==> src/rtl/hist_bin_update_if.sv <==
// Sample stream and histogram-RAM port bundle for hist_bin_update.
interface hist_bin_update_if #(
    parameter int ADDR_W = 5,
    parameter int DATA_W = 32
);
    logic              in_valid;
    logic [ADDR_W-1:0] in_bin;
    logic              in_ready;
    logic [ADDR_W-1:0] ram_rdaddress;
    logic [ADDR_W-1:0] ram_wraddress;
    logic [DATA_W-1:0] ram_data;
    logic              ram_wren;
    logic [DATA_W-1:0] ram_q;

    modport slave (
        input  in_valid, in_bin, ram_q,
        output in_ready, ram_rdaddress, ram_wraddress, ram_data, ram_wren
    );

    modport master (
        output in_valid, in_bin, ram_q,
        input  in_ready, ram_rdaddress, ram_wraddress, ram_data, ram_wren
    );
endinterface

==> src/rtl/hist_bin_update.sv <==
// Pipelined read-modify-write histogram bin incrementer with write forwarding,
// zero-sweep of the RAM after reset / on request, and saturating statistics.
module hist_bin_update #(
    parameter int ADDR_W = 5,
    parameter int DATA_W = 32,
    parameter int RD_LAT = 2
) (
    input  logic              clk,
    input  logic              rst_n,
    input  logic              clear_req,
    hist_bin_update_if.slave  bus,
    output logic              busy,
    output logic [DATA_W-1:0] sample_count,
    output logic              sat_flag
);
    localparam int unsigned DEPTH = 2 ** ADDR_W;

    typedef enum logic [1:0] {CLEAR, RUN, DRAIN} state_t;

    state_t            state;
    logic [ADDR_W:0]   clr_cnt;
    logic              sw_wren;
    logic [ADDR_W-1:0] sw_addr;

    logic              stg_v   [RD_LAT];
    logic [ADDR_W-1:0] stg_bin [RD_LAT];
    logic              fb_v    [RD_LAT];
    logic [ADDR_W-1:0] fb_a    [RD_LAT];
    logic [DATA_W-1:0] fb_d    [RD_LAT];

    logic              accept;
    logic              wb_valid;
    logic [ADDR_W-1:0] wb_bin;
    logic [DATA_W-1:0] base;
    logic [DATA_W-1:0] wb_data;
    logic              wb_sat;
    logic              pipe_busy;
    logic              drain_done;
    logic              hit;

    assign accept     = bus.in_valid && bus.in_ready;
    assign wb_valid   = stg_v[RD_LAT-1];
    assign wb_bin     = stg_bin[RD_LAT-1];
    assign drain_done = (state == DRAIN) && !pipe_busy;

    // Index 0 is the newest write; the first match wins over older entries and ram_q.
    always_comb begin
        base = bus.ram_q;
        hit  = 1'b0;
        for (int unsigned i = 0; i < RD_LAT; i++) begin
            if (!hit && fb_v[i] && (fb_a[i] == wb_bin)) begin
                base = fb_d[i];
                hit  = 1'b1;
            end
        end
    end

    assign wb_sat  = &base;
    assign wb_data = wb_sat ? base : base + DATA_W'(1);

    // Stage RD_LAT-1 commits on this edge, so only earlier stages hold DRAIN.
    always_comb begin
        pipe_busy = 1'b0;
        for (int unsigned i = 0; i + 1 < RD_LAT; i++) begin
            pipe_busy = pipe_busy | stg_v[i];
        end
    end

    assign bus.in_ready      = (state == RUN);
    assign busy              = (state != RUN);
    assign bus.ram_rdaddress = bus.in_bin;
    assign bus.ram_wren      = sw_wren | wb_valid;
    assign bus.ram_wraddress = sw_wren ? sw_addr : (wb_valid ? wb_bin : '0);
    assign bus.ram_data      = (wb_valid && !sw_wren) ? wb_data : '0;

    always_ff @(posedge clk or negedge rst_n) begin
        if (!rst_n) begin
            state        <= CLEAR;
            clr_cnt      <= '0;
            sw_wren      <= 1'b0;
            sw_addr      <= '0;
            sample_count <= '0;
            sat_flag     <= 1'b0;
        end else begin
            if (wb_valid && wb_sat) begin
                sat_flag <= 1'b1;
            end
            case (state)
                CLEAR: begin
                    if (clr_cnt == (ADDR_W+1)'(DEPTH)) begin
                        sw_wren <= 1'b0;
                        state   <= RUN;
                    end else begin
                        sw_wren <= 1'b1;
                        sw_addr <= clr_cnt[ADDR_W-1:0];
                        clr_cnt <= clr_cnt + 1'b1;
                    end
                end
                RUN: begin
                    if (accept && !(&sample_count)) begin
                        sample_count <= sample_count + 1'b1;
                    end
                    if (clear_req) begin
                        state <= DRAIN;
                    end
                end
                DRAIN: begin
                    if (!pipe_busy) begin
                        state        <= CLEAR;
                        clr_cnt      <= '0;
                        sample_count <= '0;
                        sat_flag     <= 1'b0;
                    end
                end
                default: state <= CLEAR;
            endcase
        end
    end

    always_ff @(posedge clk or negedge rst_n) begin
        if (!rst_n) begin
            for (int unsigned i = 0; i < RD_LAT; i++) begin
                stg_v[i]   <= 1'b0;
                stg_bin[i] <= '0;
                fb_v[i]    <= 1'b0;
                fb_a[i]    <= '0;
                fb_d[i]    <= '0;
            end
        end else begin
            stg_v[0]   <= accept;
            stg_bin[0] <= bus.in_bin;
            fb_v[0]    <= wb_valid && !drain_done;
            fb_a[0]    <= wb_bin;
            fb_d[0]    <= wb_data;
            for (int unsigned i = 1; i < RD_LAT; i++) begin
                stg_v[i]   <= stg_v[i-1];
                stg_bin[i] <= stg_bin[i-1];
                fb_v[i]    <= fb_v[i-1] && !drain_done;
                fb_a[i]    <= fb_a[i-1];
                fb_d[i]    <= fb_d[i-1];
            end
        end
    end
endmodule

==> src/flat_wrapper.sv <==
// flat-port wrapper written by rule: the top's interface ports become plain ports
module hist_bin_update_flat 
#(
    parameter int ADDR_W = 5,
    parameter int DATA_W = 32,
    parameter int RD_LAT = 2
)
  (clk, rst_n, clear_req, busy, sample_count, sat_flag, bus_in_valid, bus_in_bin, bus_ram_q, bus_in_ready, bus_ram_rdaddress, bus_ram_wraddress, bus_ram_data, bus_ram_wren);
  hist_bin_update_if #(.ADDR_W(ADDR_W), .DATA_W(DATA_W)) bus_i ();
  input  logic clk;
  input  logic rst_n;
  input  logic clear_req;
  output logic busy;
  output logic [DATA_W-1:0] sample_count;
  output logic sat_flag;
  input wire logic [$bits(bus_i.in_valid)-1:0] bus_in_valid;
  input wire logic [$bits(bus_i.in_bin)-1:0] bus_in_bin;
  input wire logic [$bits(bus_i.ram_q)-1:0] bus_ram_q;
  output wire logic [$bits(bus_i.in_ready)-1:0] bus_in_ready;
  output wire logic [$bits(bus_i.ram_rdaddress)-1:0] bus_ram_rdaddress;
  output wire logic [$bits(bus_i.ram_wraddress)-1:0] bus_ram_wraddress;
  output wire logic [$bits(bus_i.ram_data)-1:0] bus_ram_data;
  output wire logic [$bits(bus_i.ram_wren)-1:0] bus_ram_wren;
  assign bus_i.in_valid = bus_in_valid;
  assign bus_i.in_bin = bus_in_bin;
  assign bus_i.ram_q = bus_ram_q;
  assign bus_in_ready = bus_i.in_ready;
  assign bus_ram_rdaddress = bus_i.ram_rdaddress;
  assign bus_ram_wraddress = bus_i.ram_wraddress;
  assign bus_ram_data = bus_i.ram_data;
  assign bus_ram_wren = bus_i.ram_wren;
  hist_bin_update #(.ADDR_W(ADDR_W), .DATA_W(DATA_W), .RD_LAT(RD_LAT)) u_core (.clk(clk), .rst_n(rst_n), .clear_req(clear_req), .bus(bus_i), .busy(busy), .sample_count(sample_count), .sat_flag(sat_flag));
endmodule
==> config.mk <==
export PLATFORM = sky130hd
export DESIGN_NAME = hist_bin_update_flat
export DESIGN_NICKNAME = d
export VERILOG_FILES = /design/src/rtl/hist_bin_update_if.sv /design/src/rtl/hist_bin_update.sv /design/src/flat_wrapper.sv
export SDC_FILE = /design/constraint.sdc
export NUM_CORES = 1
export LEC_CHECK = 0
export ABC_AREA = 1
export CELL_PAD_IN_SITES_DETAIL_PLACEMENT = 0
export CELL_PAD_IN_SITES_GLOBAL_PLACEMENT = 1
export CORE_AREA = 4 4 140 142
export DETAILED_ROUTE_END_ITERATION = 12
export DIE_AREA = 0 0 144 146
export PLACE_DENSITY_LB_ADDON = 0.08
export SLEW_MARGIN = 20
export SYNTH_ARGS = -nofsm -noshare
export SYNTH_HDL_FRONTEND = slang
export SYNTH_SLANG_ARGS = --single-unit
==> constraint.sdc <==
create_clock -name clk -period 7.4 [get_ports clk]
set_input_delay 1.48 -clock clk [delete_from_list [all_inputs] [get_ports clk]]
set_output_delay 1.48 -clock clk [all_outputs]
set_load 0.1 [all_outputs]
==> summary.md <==
| Metric | Value |
|---|---|
| Antenna diodes | 0 |
| Fmax | about 160 MHz |
| Met3 Use GR | under 10% |
| Port bufs | between 100 and 150 |
| Combinational family with the most area after synthesis | simple AND/OR/NAND/NOR gates |
| Post-Synth Simple-Gate Area | 34.9% |
| Reg2reg setup slack | roughly 3.5 ns |
| Synth Instances | between 1000 and 1500 |
| Tightest Pin Transition | slightly above 1 ns |
| Worst-skew pair later-pin latency | roughly 0.43 ns |
| Largest net degree at the start of global routing | 83 |
| Total GRT Usage | roughly a fifth |
| Synth Area in Compound Gates | under 10% |
| DIE AREA | 21000 um2 |
| Fin. Hold Viols | 0 |
| Routed WL | 20.9 mm |
| Adder-cell share of the synthesized area | less than 1% |
| Relative slew slack | roughly a third |
| Final-report setup violation count | 0 |
| Xor/xnor share of the synthesized area | between 1.5 and 2% |
| Sequential Area | between 3000 and 4000 um2 |
| Kind of critical path | in -> out |
| CP max FO | 30 |
| Period minus WS final | between 6 and 7 ns |
| Chip height | ~150 um |
| Met1 Use GR | between 20% and 30% |
| Layout Utilization | just over 50% |
| Rows | 50 |
| RSZ-0062 raised after global routing | false |
| Avg Cell Area, Syn | 7.19 um2 |
| Post-Syn Nets | 1107 |
| Worst setup EP type | primary output |
| Drt pass-1 iters | 5 |
| Post-place setup slack | 1.24 ns |
| Ys async rst share | 100% |
| Routed via count divided by cell count | ~4.8 |
| CTS Buf Count | 17 |
| Drt initial violations | 389 |
| Synth-to-Final Area Change | 24.2% |
| Post-CTS Setup Repair Bufs | 0 |
| Multiplexer share of the synthesized area | 0% |
| Clock Path Buffers | 2 |
| Core area | about 18000 um2 |
| Number of flops mapped to enable cells by yosys | 0 |
| Global-route met2 utilization | between 30% and 40% |
| Final Skew | 0.0107 ns |
| Drt wl/cell | around 15 um |
| Via count | between 6000 and 7000 |
| Post-synthesis sequential area ratio | around 44% |
| Max Slew Vio Count | 0 |
| Reg2Reg Depth | 22 |
| TritonCTS clock tree | done |
| Fin Setup TNS | 0 ns |
| Critical path data required time | around 6 ns |
| Post-CTS sizing | 0 |
| Initial Utilization | 41.3% |
| Dpl hpwl | ~16 mm |
| Pwr dens | between 200 and 300 nW/um2 |
| Worst r2r src | u_core.wb_bin[4]$_DFF_PN0_ |
| Multi-input combinational cell area | between 3000 and 4000 um2 |
| Die Wd | 144 um |
| Final nets | around 1200 |
| Setup ws final | ~1.3 ns |
| Number of global-route vias before repair | between 6000 and 7000 |
| RD Place Congestion | 0.926 |
| Busiest grt layer | met2 |
| Worst vdd ir | about 0.38 mV |
| Status | finished, final reports clean |
| DRC violation count after routing | 0 |
| GR Overflow Total | 0 |
| H-tree Lvls | 4 |
| Clock sink total | around 140 |
| Share of cells above drive strength 1 | a little over a tenth |
| Distinct cells, synth | 40 |
| Worst hold path type | reg -> reg |
| WP data arrival | approximately 4.7 ns |
| Clock slew at reported path FFs | roughly 0.07 ns |
| Static leakage | 4.86 nW |
| Yosys warns | 0 |
| # Max-Cap Violations | 0 |
| Antenna violations before repair | 0 |
| Final period util | about 83% |
| Top FF cell, synth | dfrtp_1 |
| CTS Hold Buffers Added | 0 |
| Synthesized cell area | roughly 7600 um2 |
| Boundary Pins | 119 |
| Root buf cell | clkbuf_16 |
| Fill cell count | roughly 1900 |
| CP Launch Type | primary input |
| First-pass GRT wire length | about 34 mm |
| Antenna viol nets, final | 0 |
| CP Capture Point | bus_ram_data[15] |
| CP startpoint | bus_ram_q[0] |
| #FFs+latches synth | approximately 140 |
| Worst reg2reg endpoint | u_core.fb_d[44]$_DFF_PN0_ |
==> layer usage <==
layer | vias up | wire length (um)
li1 | 3503 | -
met1 | 3102 | 9350
met2 | 133 | 10300
met3 | 31 | 929
met4 | 0 | 350
met5 | - | 0
==> Yosys cell counts, types with 3 or more instances <==
master	instances	share of area, %
nand2_1	305	15
inv_1	178	8.8
dfrtp_1	135	44
nor2_1	115	5.7
nand3_1	63	4.1
o21ai_0	37	2.4
a21oi_1	32	2.1
nand3b_1	32	3.1
nor3_1	23	1.5
nand4_1	18	1.5
xor2_1	15	1.7
nor2_2	13	1.1
clkbuf_1	12	0.59
inv_2	12	0.59
nand2_2	12	0.98
buf_2	9	0.59
buf_6	7	1.0
buf_4	5	0.49
ha_1	4	0.66
o21ai_1	4	0.26
a21oi_2	3	0.34
nand3_2	3	0.39
nor2_4	3	0.44
nor4_1	3	0.25
==> final cells by class <==
cell class                 instances  share of cell area [%]
multi-input combinational        702                    35.1
tap                              234                    3.09
sequential                       135                    35.6
timing repair buffer             125                    12.2
clock inverter                    15                    1.87
inverter                         192                    7.60
clock buffer                      17                    4.49
==> worst max-delay path: stages <==
cell	delay (ns)
clkdlybuf4s50_1	0.45
nand2_1	0.08
nand3_1	0.11
nand2_1	0.11
inv_2	0.13
ha_1	0.21
inv_1	0.10
nor2_1	0.11
nand2_1	0.15
nor2_4	0.19
nand2_2	0.09
inv_2	0.07
nand2_2	0.41
inv_1	0.41
nor2_1	0.11
nor2_1	0.12
buf_4	0.32
==> state kept, by name, indices dropped and copies added, names as in the netlist <==
name                 flops
u_core.wb_valid          1
u_core.sw_addr           5
u_core.clr_cnt           6
u_core.sw_wren           1
u_core.fb_v              2
u_core.fb_d             64
u_core.fb_a             10
u_core.wb_bin            5
u_core.sat_flag          1
u_core.stg_bin           5
u_core.sample_count     32
u_core.state             2
u_core.pipe_busy         1
==> worst min path at each step <==
stage	startpoint	endpoint	cells after the start
after CTS	u_core.stg_bin[7]$_DFF_PN0_	u_core.wb_bin[2]$_DFF_PN0_	0
after global routing	u_core.stg_bin[7]$_DFF_PN0_	u_core.wb_bin[2]$_DFF_PN0_	0
after detailed placement	u_core.stg_bin[7]$_DFF_PN0_	u_core.wb_bin[2]$_DFF_PN0_	0
after floorplan	u_core.stg_bin[5]$_DFF_PN0_	u_core.wb_bin[0]$_DFF_PN0_	0
after global placement	u_core.stg_bin[9]$_DFF_PN0_	u_core.wb_bin[4]$_DFF_PN0_	0
final	u_core.stg_bin[7]$_DFF_PN0_	u_core.wb_bin[2]$_DFF_PN0_	0
==> cell usage in the layout (no fill, tap or decap), types with 2 or more instances in the layout <==
| cell | netlist | routed |
|---|---|---|
| clkdlybuf4s50_1 | 0 | 85 |
| a31oi_1 | 2 | 2 |
| nor3_1 | 23 | 23 |
| dfrtp_1 | 135 | 135 |
| clkinv_8 | 0 | 4 |
| buf_4 | 5 | 39 |
| nor4_1 | 3 | 3 |
| nand3_2 | 3 | 3 |
| o21ai_0 | 37 | 37 |
| inv_6 | 0 | 2 |
| clkinv_1 | 2 | 2 |
| nor2_4 | 3 | 3 |
| nand2_1 | 305 | 305 |
| nor2_2 | 13 | 15 |
| a21oi_1 | 32 | 32 |
| clkbuf_16 | 0 | 17 |
| nor2_1 | 115 | 113 |
| a21oi_2 | 3 | 3 |
| xor2_1 | 15 | 15 |
| nand2_2 | 12 | 12 |
| inv_8 | 0 | 7 |
| nand3b_1 | 32 | 32 |
| inv_1 | 178 | 178 |
| xnor2_1 | 2 | 2 |
| inv_2 | 12 | 12 |
| nand4_1 | 18 | 18 |
| o21ai_1 | 4 | 4 |
| nand3_1 | 63 | 63 |
| ha_1 | 4 | 4 |
==> metrics by stage <==
| step | total power, W | std cells | hold slack [ns] | cell area, um2 |
|---|---|---|---|---|
| 2_1_floorplan | 0.00145 | 1062 | 0.331 | 7630 |
| 3_3_place_gp | 0.00166 | 1388 | 0.332 | 8880 |
| 3_5_place_dp | 0.00166 | 1388 | 0.337 | 8880 |
| 4_1_cts | 0.00252 | 1420 | 0.354 | 9480 |
| 5_1_grt | 0.00263 | 1420 | 0.356 | 9480 |
| 6_report | 0.00249 | 1420 | 0.351 | 9480 |
==> power breakdown <==
group	internal, W	switching (W)	leakage [nW]
combinational	0.000183	0.000583	2.90
clock	0.000457	0.000393	0.293
sequential	0.000822	0.0000513	1.67
==> cells by family (layout without fill, tap and decap cells) <==
logic type	count (synthesis)	count (layout)
fa+ha+maj	4	4
compound gates	86	86
flops	135	135
simple gates	595	595
buf+inv	225	349
xor+xnor	17	17
Note: power is estimated with default switching activity, not from simulation.
